<file path="src/rtl/gain_ramp_pkg.sv">
// Shared definitions for the gain ramp and the multiplier stage it feeds: gain code range,
// FSM state encoding and the effective-target helper.
package gain_ramp_pkg;

    localparam int unsigned GAIN_W   = 4;
    localparam int unsigned GAIN_MAX = 10;

    typedef logic [GAIN_W-1:0] gain_t;

    localparam gain_t GainMaxCode = gain_t'(GAIN_MAX);

    typedef enum logic {
        StIdle = 1'b0,
        StRamp = 1'b1
    } ramp_state_e;

    // Mute forces the target to 0; otherwise requests above the legal range are clamped.
    function automatic gain_t eff_target(input gain_t tgt, input logic mute);
        if (mute) begin
            return '0;
        end
        return (tgt > GainMaxCode) ? GainMaxCode : tgt;
    endfunction

endpackage

</file>
<file path="src/rtl/gain_ramp_if.sv">
// Control/status bundle between the gain-ramp controller and whoever drives it.
interface gain_ramp_if;
    import gain_ramp_pkg::*;

    logic  sample_tick;
    gain_t target_gain;
    logic  mute;
    gain_t gain_code;
    logic  ramping;
    logic  muted;
    logic  step_pulse;

    modport master (
        output sample_tick, target_gain, mute,
        input  gain_code, ramping, muted, step_pulse
    );

    modport slave (
        input  sample_tick, target_gain, mute,
        output gain_code, ramping, muted, step_pulse
    );

endinterface

</file>
<file path="src/rtl/gain_ramp_hold_cnt.sv">
// Sample-tick hold counter: counts 0..HOLD_SAMPLES-1 on enabled ticks and wraps to 0 after the
// terminal count. Clear has priority over enable.
module gain_ramp_hold_cnt #(
    parameter int unsigned HOLD_SAMPLES = 480,
    parameter int unsigned CNT_W        = 16
) (
    input  logic clk,
    input  logic rst,
    input  logic clr_i,
    input  logic en_i,
    output logic tc_o
);

    logic [CNT_W-1:0] cnt_q, cnt_d;

    assign tc_o = (cnt_q == CNT_W'(HOLD_SAMPLES - 1));

    // Next count: clear, wrap at terminal count, or increment.
    always_comb begin
        cnt_d = cnt_q;
        if (clr_i) begin
            cnt_d = '0;
        end else if (en_i) begin
            cnt_d = tc_o ? '0 : cnt_q + CNT_W'(1);
        end
    end

    // Counter register.
    always_ff @(posedge clk or posedge rst) begin
        if (rst) begin
            cnt_q <= '0;
        end else begin
            cnt_q <= cnt_d;
        end
    end

endmodule

</file>
<file path="src/rtl/gain_ramp.sv">
// Gain smoother: walks the applied gain code one LSB at a time toward the (clamped or muted)
// target, one step every HOLD_SAMPLES sample ticks, so the multiplier never sees a jump.
module gain_ramp
    import gain_ramp_pkg::*;
#(
    parameter int unsigned RESET_GAIN   = 0,
    parameter int unsigned HOLD_SAMPLES = 480,
    parameter int unsigned CNT_W        = 16
) (
    input logic       clk,
    input logic       rst,
    gain_ramp_if.slave bus
);

    ramp_state_e state_q;
    gain_t       gain_code_q;
    logic        step_pulse_q;

    gain_t eff_tgt;
    gain_t gain_step;
    logic  at_tgt;
    logic  hold_tc;

    assign eff_tgt   = eff_target(bus.target_gain, bus.mute);
    assign at_tgt    = (gain_code_q == eff_tgt);
    // Direction is re-evaluated at every step, so a reversal lands on the next step.
    assign gain_step = (eff_tgt > gain_code_q) ? gain_code_q + gain_t'(1)
                                               : gain_code_q - gain_t'(1);

    // Held at 0 while idle so every ramp starts with a full hold period.
    gain_ramp_hold_cnt #(
        .HOLD_SAMPLES (HOLD_SAMPLES),
        .CNT_W        (CNT_W)
    ) u_hold_cnt (
        .clk   (clk),
        .rst   (rst),
        .clr_i (state_q == StIdle),
        .en_i  ((state_q == StRamp) && bus.sample_tick),
        .tc_o  (hold_tc)
    );

    // Ramp FSM, applied gain register and step strobe.
    always_ff @(posedge clk or posedge rst) begin
        if (rst) begin
            state_q      <= StIdle;
            gain_code_q  <= gain_t'(RESET_GAIN);
            step_pulse_q <= 1'b0;
        end else begin
            step_pulse_q <= 1'b0;
            unique case (state_q)
                StIdle: begin
                    if (!at_tgt) begin
                        state_q <= StRamp;
                    end
                end
                StRamp: begin
                    if (at_tgt) begin
                        // Target moved onto the current code without a step.
                        state_q <= StIdle;
                    end else if (bus.sample_tick && hold_tc) begin
                        gain_code_q  <= gain_step;
                        step_pulse_q <= 1'b1;
                        if (gain_step == eff_tgt) begin
                            state_q <= StIdle;
                        end
                    end
                end
            endcase
        end
    end

    assign bus.gain_code  = gain_code_q;
    assign bus.ramping    = (state_q == StRamp);
    assign bus.step_pulse = step_pulse_q;
    assign bus.muted      = bus.mute && (gain_code_q == '0);

endmodule
</file>
<file path="src/flat_wrapper.sv">
// flat-port wrapper written by rule: the top's interface ports become plain ports
module gain_ramp_flat import gain_ramp_pkg::*;
#(
    parameter int unsigned RESET_GAIN   = 0,
    parameter int unsigned HOLD_SAMPLES = 480,
    parameter int unsigned CNT_W        = 16
)
  (clk, rst, bus_sample_tick, bus_target_gain, bus_mute, bus_gain_code, bus_ramping, bus_muted, bus_step_pulse);
  gain_ramp_if bus_i ();
  input logic clk;
  input logic rst;
  input wire logic [$bits(bus_i.sample_tick)-1:0] bus_sample_tick;
  input wire logic [$bits(bus_i.target_gain)-1:0] bus_target_gain;
  input wire logic [$bits(bus_i.mute)-1:0] bus_mute;
  output wire logic [$bits(bus_i.gain_code)-1:0] bus_gain_code;
  output wire logic [$bits(bus_i.ramping)-1:0] bus_ramping;
  output wire logic [$bits(bus_i.muted)-1:0] bus_muted;
  output wire logic [$bits(bus_i.step_pulse)-1:0] bus_step_pulse;
  assign bus_i.sample_tick = bus_sample_tick;
  assign bus_i.target_gain = bus_target_gain;
  assign bus_i.mute = bus_mute;
  assign bus_gain_code = bus_i.gain_code;
  assign bus_ramping = bus_i.ramping;
  assign bus_muted = bus_i.muted;
  assign bus_step_pulse = bus_i.step_pulse;
  gain_ramp #(.RESET_GAIN(RESET_GAIN), .HOLD_SAMPLES(HOLD_SAMPLES), .CNT_W(CNT_W)) u_core (.clk(clk), .rst(rst), .bus(bus_i));
endmodule
</file>
<file path="config.mk">
export PLATFORM = sky130hd
export DESIGN_NAME = gain_ramp_flat
export DESIGN_NICKNAME = d
export VERILOG_FILES = /design/src/rtl/gain_ramp_pkg.sv /design/src/rtl/gain_ramp_if.sv /design/src/rtl/gain_ramp_hold_cnt.sv /design/src/rtl/gain_ramp.sv /design/src/flat_wrapper.sv
export SDC_FILE = /design/constraint.sdc
export NUM_CORES = 1
export LEC_CHECK = 0
export CAP_MARGIN = 20
export CORE_ASPECT_RATIO = 0.9
export CORE_MARGIN = 5
export CORE_UTILIZATION = 35
export DETAILED_ROUTE_END_ITERATION = 16
export PLACE_DENSITY = 0.59
export SLEW_MARGIN = 20
export SYNTH_ARGS = -nofsm -noshare
export SYNTH_HDL_FRONTEND = slang
export SYNTH_SLANG_ARGS = --single-unit
</file>
<file path="constraint.sdc">
create_clock -name clk -period 4.25 [get_ports clk]
set_clock_uncertainty 0.05 [all_clocks]
set_input_delay 1.275 -clock clk [delete_from_list [all_inputs] [get_ports clk]]
set_output_delay 1.275 -clock clk [all_outputs]
set_load 0.01 [all_outputs]
</file>
==> results.yml <==
clocking:
  clkTransAtPathRegs_ns: 0.08
  cts_buffers: 3
  clockBufferDepth: 2
  cts_sinks: 22
  root_buffer: "clkbuf_8"
  cts_hold_buf: 0
  cts_tree: "built"
  cts_max_level: 1
  clk_latency_ns: 0.27
  postCtsSetupBuffers: 0
  post_cts_resized: 0
routing:
  drt.antenna.violating_nets: 0
  via_per_inst: 5.391
  finalWirelength_microns: 3027
  route.detailed.drc: 0
  vias: 1159
  first_pass_iters: 5
  wl_per_cell_microns: 14.08
  drt_iter0_markers: 27
global_route:
  gr-usage-all-layers: 0.1179
  grt_pass1_wl_microns: 5451
  grt_max_degree: 23
  grt.overflow.total: 0
  first_global_vias: 1187
  antenna_found_initial: 0
logic_synthesis:
  synth_cells: 150
  synth_seq_area_share: 0.3810
  syn_area_sq_um: 1445
  ys_warn_count: 0
  synth_fp_nets: 166
  avgSynthCellArea_sq_um: 9.634
  synthArstFlopShare: 1.000
  synthFlopType: "dfrtp_1"
  yosysUniqueCellTypes: 42
  ys_seq_elements: 22
  synth_enable_flop_cells: 0
worst_setup_path:
  start_kind: "input port"
  crit_top_cell: "a21oi_1"
  slowest_stage: "clkdlybuf4s50_1"
  critPathCaptureType: "flop"
  crit_chain: "clkdlybuf4s50_1 > nor3b_1 > ha_1 > and4_1 > a21oi_1 > inv_1 > ha_1 > a21o_1 > a21oi_1 > xnor2_1 > xnor2_1 > a21oi_1"
  crit_type: "in2reg"
  timing.rr.start: "u_core.bus.gain_code[1]$_DFFE_PP0P_"
  r2r_cells: 12
  crit_start: "bus_target_gain[2]"
  crit_arrival_ns: 4.04
  cpPeakStageDelay_ns: 0.49
  cp_max_fo: 4
  crit_required_ns: 4.34
placement:
  post-dp-hpwl_microns: 2308
  placed_cells: 211
  gp_congestion: 0.8049
  pre_cts_ws_ns: 0.03847
  io_buffer_count: 14
sta:
  rsz0062_at_grt: "no"
  slew_headroom: 0.4234
  period_minus_slack_ns: 3.949
  holdWs_ns: 0.5189
  setup_viol: 0
  slew_violations: 0
  post-route-period-util: 0.9292
  setup-tns-final_ns: 0
  layout_setup_ws_ns: 0.3010
  fmax_mhz: 253.2
  max_slew.worst_pin.slew_ns: 0.8639
  hold_viol: 0
flow_run:
  drv_cap: 0
final_layout:
  multi_input_area_sq_um: 849.6
  fin_nets: 184
  drive_above_1_share: 0.09581
  area_growth_pct: 17.14
  diodes: 0
  seq_area_sq_um: 550.5
  n_fill_cell: 407
  fin_cells: 215
worst_hold_path:
  holdPathStages: 1
  hp-start: "u_core.bus.gain_code[0]$_DFFE_PP0P_"
  worstHoldPathType: "reg2reg"
pwr:
  switching_share: 0.2676
  p_int_mw: 0.3485
  p_switching_mw: 0.1273
  vdd_drop_max_mv: 0.2034
  clkPwrFrac: 0.320
  pwr_density_cell_nw_per_um2: 281.1
  seqPwrFrac: 0.523
  p_comb_frac: 0.157
  leakagePower_nw: 0.6859
die:
  ios: 15
  fp.dieArea_sq_um: 5516
  row_count: 22
  die_x_microns: 77.73
  core_area_sq_um: 4046
  die_h_microns: 70.96
  start_util: 0.3571
outcome:
  status: "finished clean"
==> worst paths after layout <==
| check | to | slack (ns) |
|---|---|---|
| min in group asynchronous | u_core.bus.gain_code[3]$_DFFE_PP0P_ | 1.44 |
| max in group asynchronous | u_core.u_hold_cnt.cnt_q[7]$_DFFE_PP0P_ | 2.18 |
| worst min-delay path | u_core.bus.gain_code[0]$_DFFE_PP0P_ | 0.52 |
| worst min register to register | u_core.bus.gain_code[0]$_DFFE_PP0P_ | 0.52 |
| worst max register to register | u_core.bus.ramping$_DFF_PP0_ | 1.57 |
| worst max-delay path | u_core.bus.ramping$_DFF_PP0_ | 0.30 |
==> power groups by stage <==
stage               registers, mW  logic [mW]  clock network [mW]
floorplan                   0.247      0.0565                   0
global placement            0.252      0.0727                   0
detailed placement          0.253      0.0746                   0
CTS                         0.249      0.0754               0.157
global route                0.253      0.0842               0.165
finish                      0.249      0.0746               0.152
==> stage by stage <==
step | util | total power [mW] | instance area (sq um)
3_3_place_gp | 0.4048 | 0.3249 | 1638
5_1_grt | 0.4184 | 0.5021 | 1693
2_1_floorplan | - | 0.3036 | 1445
6_report | 0.4184 | 0.4758 | 1693
4_1_cts | 0.4184 | 0.4813 | 1693
3_5_place_dp | 0.4048 | 0.3272 | 1638
==> critical path, delay by kind of cell <==
| kind | cells | cell delay, ns |
|---|---|---|
| AOI/OAI and AO/OA | 4 | 0.71 |
| xor gates and xnor gates | 2 | 0.32 |
| adders and majority gates | 2 | 0.61 |
| buffers and inverters | 2 | 0.57 |
| and+or+nand+nor | 2 | 0.56 |
==> area by class of cell <==
cell class | instances | area share
Multi-Input combinational cell | 119 | 0.5018
Tap cell | 48 | 0.03548
Inverter | 6 | 0.01330
Clock buffer | 4 | 0.03252
Timing Repair Buffer | 16 | 0.09165
Sequential cell | 22 | 0.3252
==> cell usage after synthesis, drive strengths merged, types with 4 or more instances <==
cell type  number  area [sq um]
dfrtp          22         550.5
nand4           9         71.32
nor2           15         56.30
inv             6         22.52
ha              7         87.58
xnor2          14         122.6
nor2b           6         37.54
a21oi           7         38.79
and4            4         36.29
nor3            5         46.30
nand3b          4         30.03
nand2          13         48.80
xor2            5         43.79
==> per-layer routing <==
metal  GRT usage  vias to the layer above  routed length (microns)  part of all wire
met4     0.05153                        0                       57             0.019
met5           0                        -                        0                 0
met1      0.1520                      555                     1436              0.47
li1            -                      568                        -                 -
met3     0.01145                        7                      103             0.034
met2      0.1993                       29                     1430              0.47
==> layout by cell type, fill, tap and decap left out, drive strengths merged <==
master	netlist	routed
or4	2	2
nand2	13	13
nand3b	4	4
nor2b	6	6
o211ai	3	3
a21o	1	1
a21boi	3	3
nor2	15	15
nor4	3	3
and3	1	1
fa	1	1
dfrtp	22	22
nor3b	1	1
nand3	1	1
a31oi	1	1
nand4b	1	1
o2111ai	1	1
a21oi	7	7
inv	6	6
xor2	5	5
buf	1	2
o21ai	3	3
nand2b	1	1
nor4b	1	1
and4	4	4
nand4	9	9
nor3	5	5
and2	3	3
xnor2	14	14
a211o	1	1
clkdlybuf4s50	0	14
or3	1	1
mux2i	1	1
clkbuf	2	4
ha	7	7
==> cells by family after synthesis <==
family                   count (synthesis)  share of synthesized area
flip-flops                              22                     0.3810
adder cells (fa/ha/maj)                  8                    0.07446
AO/OA/AOI/OAI                           20                    0.09091
XOR/XNOR                                19                     0.1152
multiplexers                             1                   0.006927
buffers and inverters                    9                    0.03116
AND/OR/NAND/NOR                         71                     0.3005
==> sequential cells by signal, summed over array words and instances, names as in the netlist <==
name,flops
u_core.u_hold_cnt.cnt_q,16
u_core.bus.gain_code,4
u_core.bus.step_pulse,1
u_core.bus.ramping,1
Power figures use the tool's default switching activity.
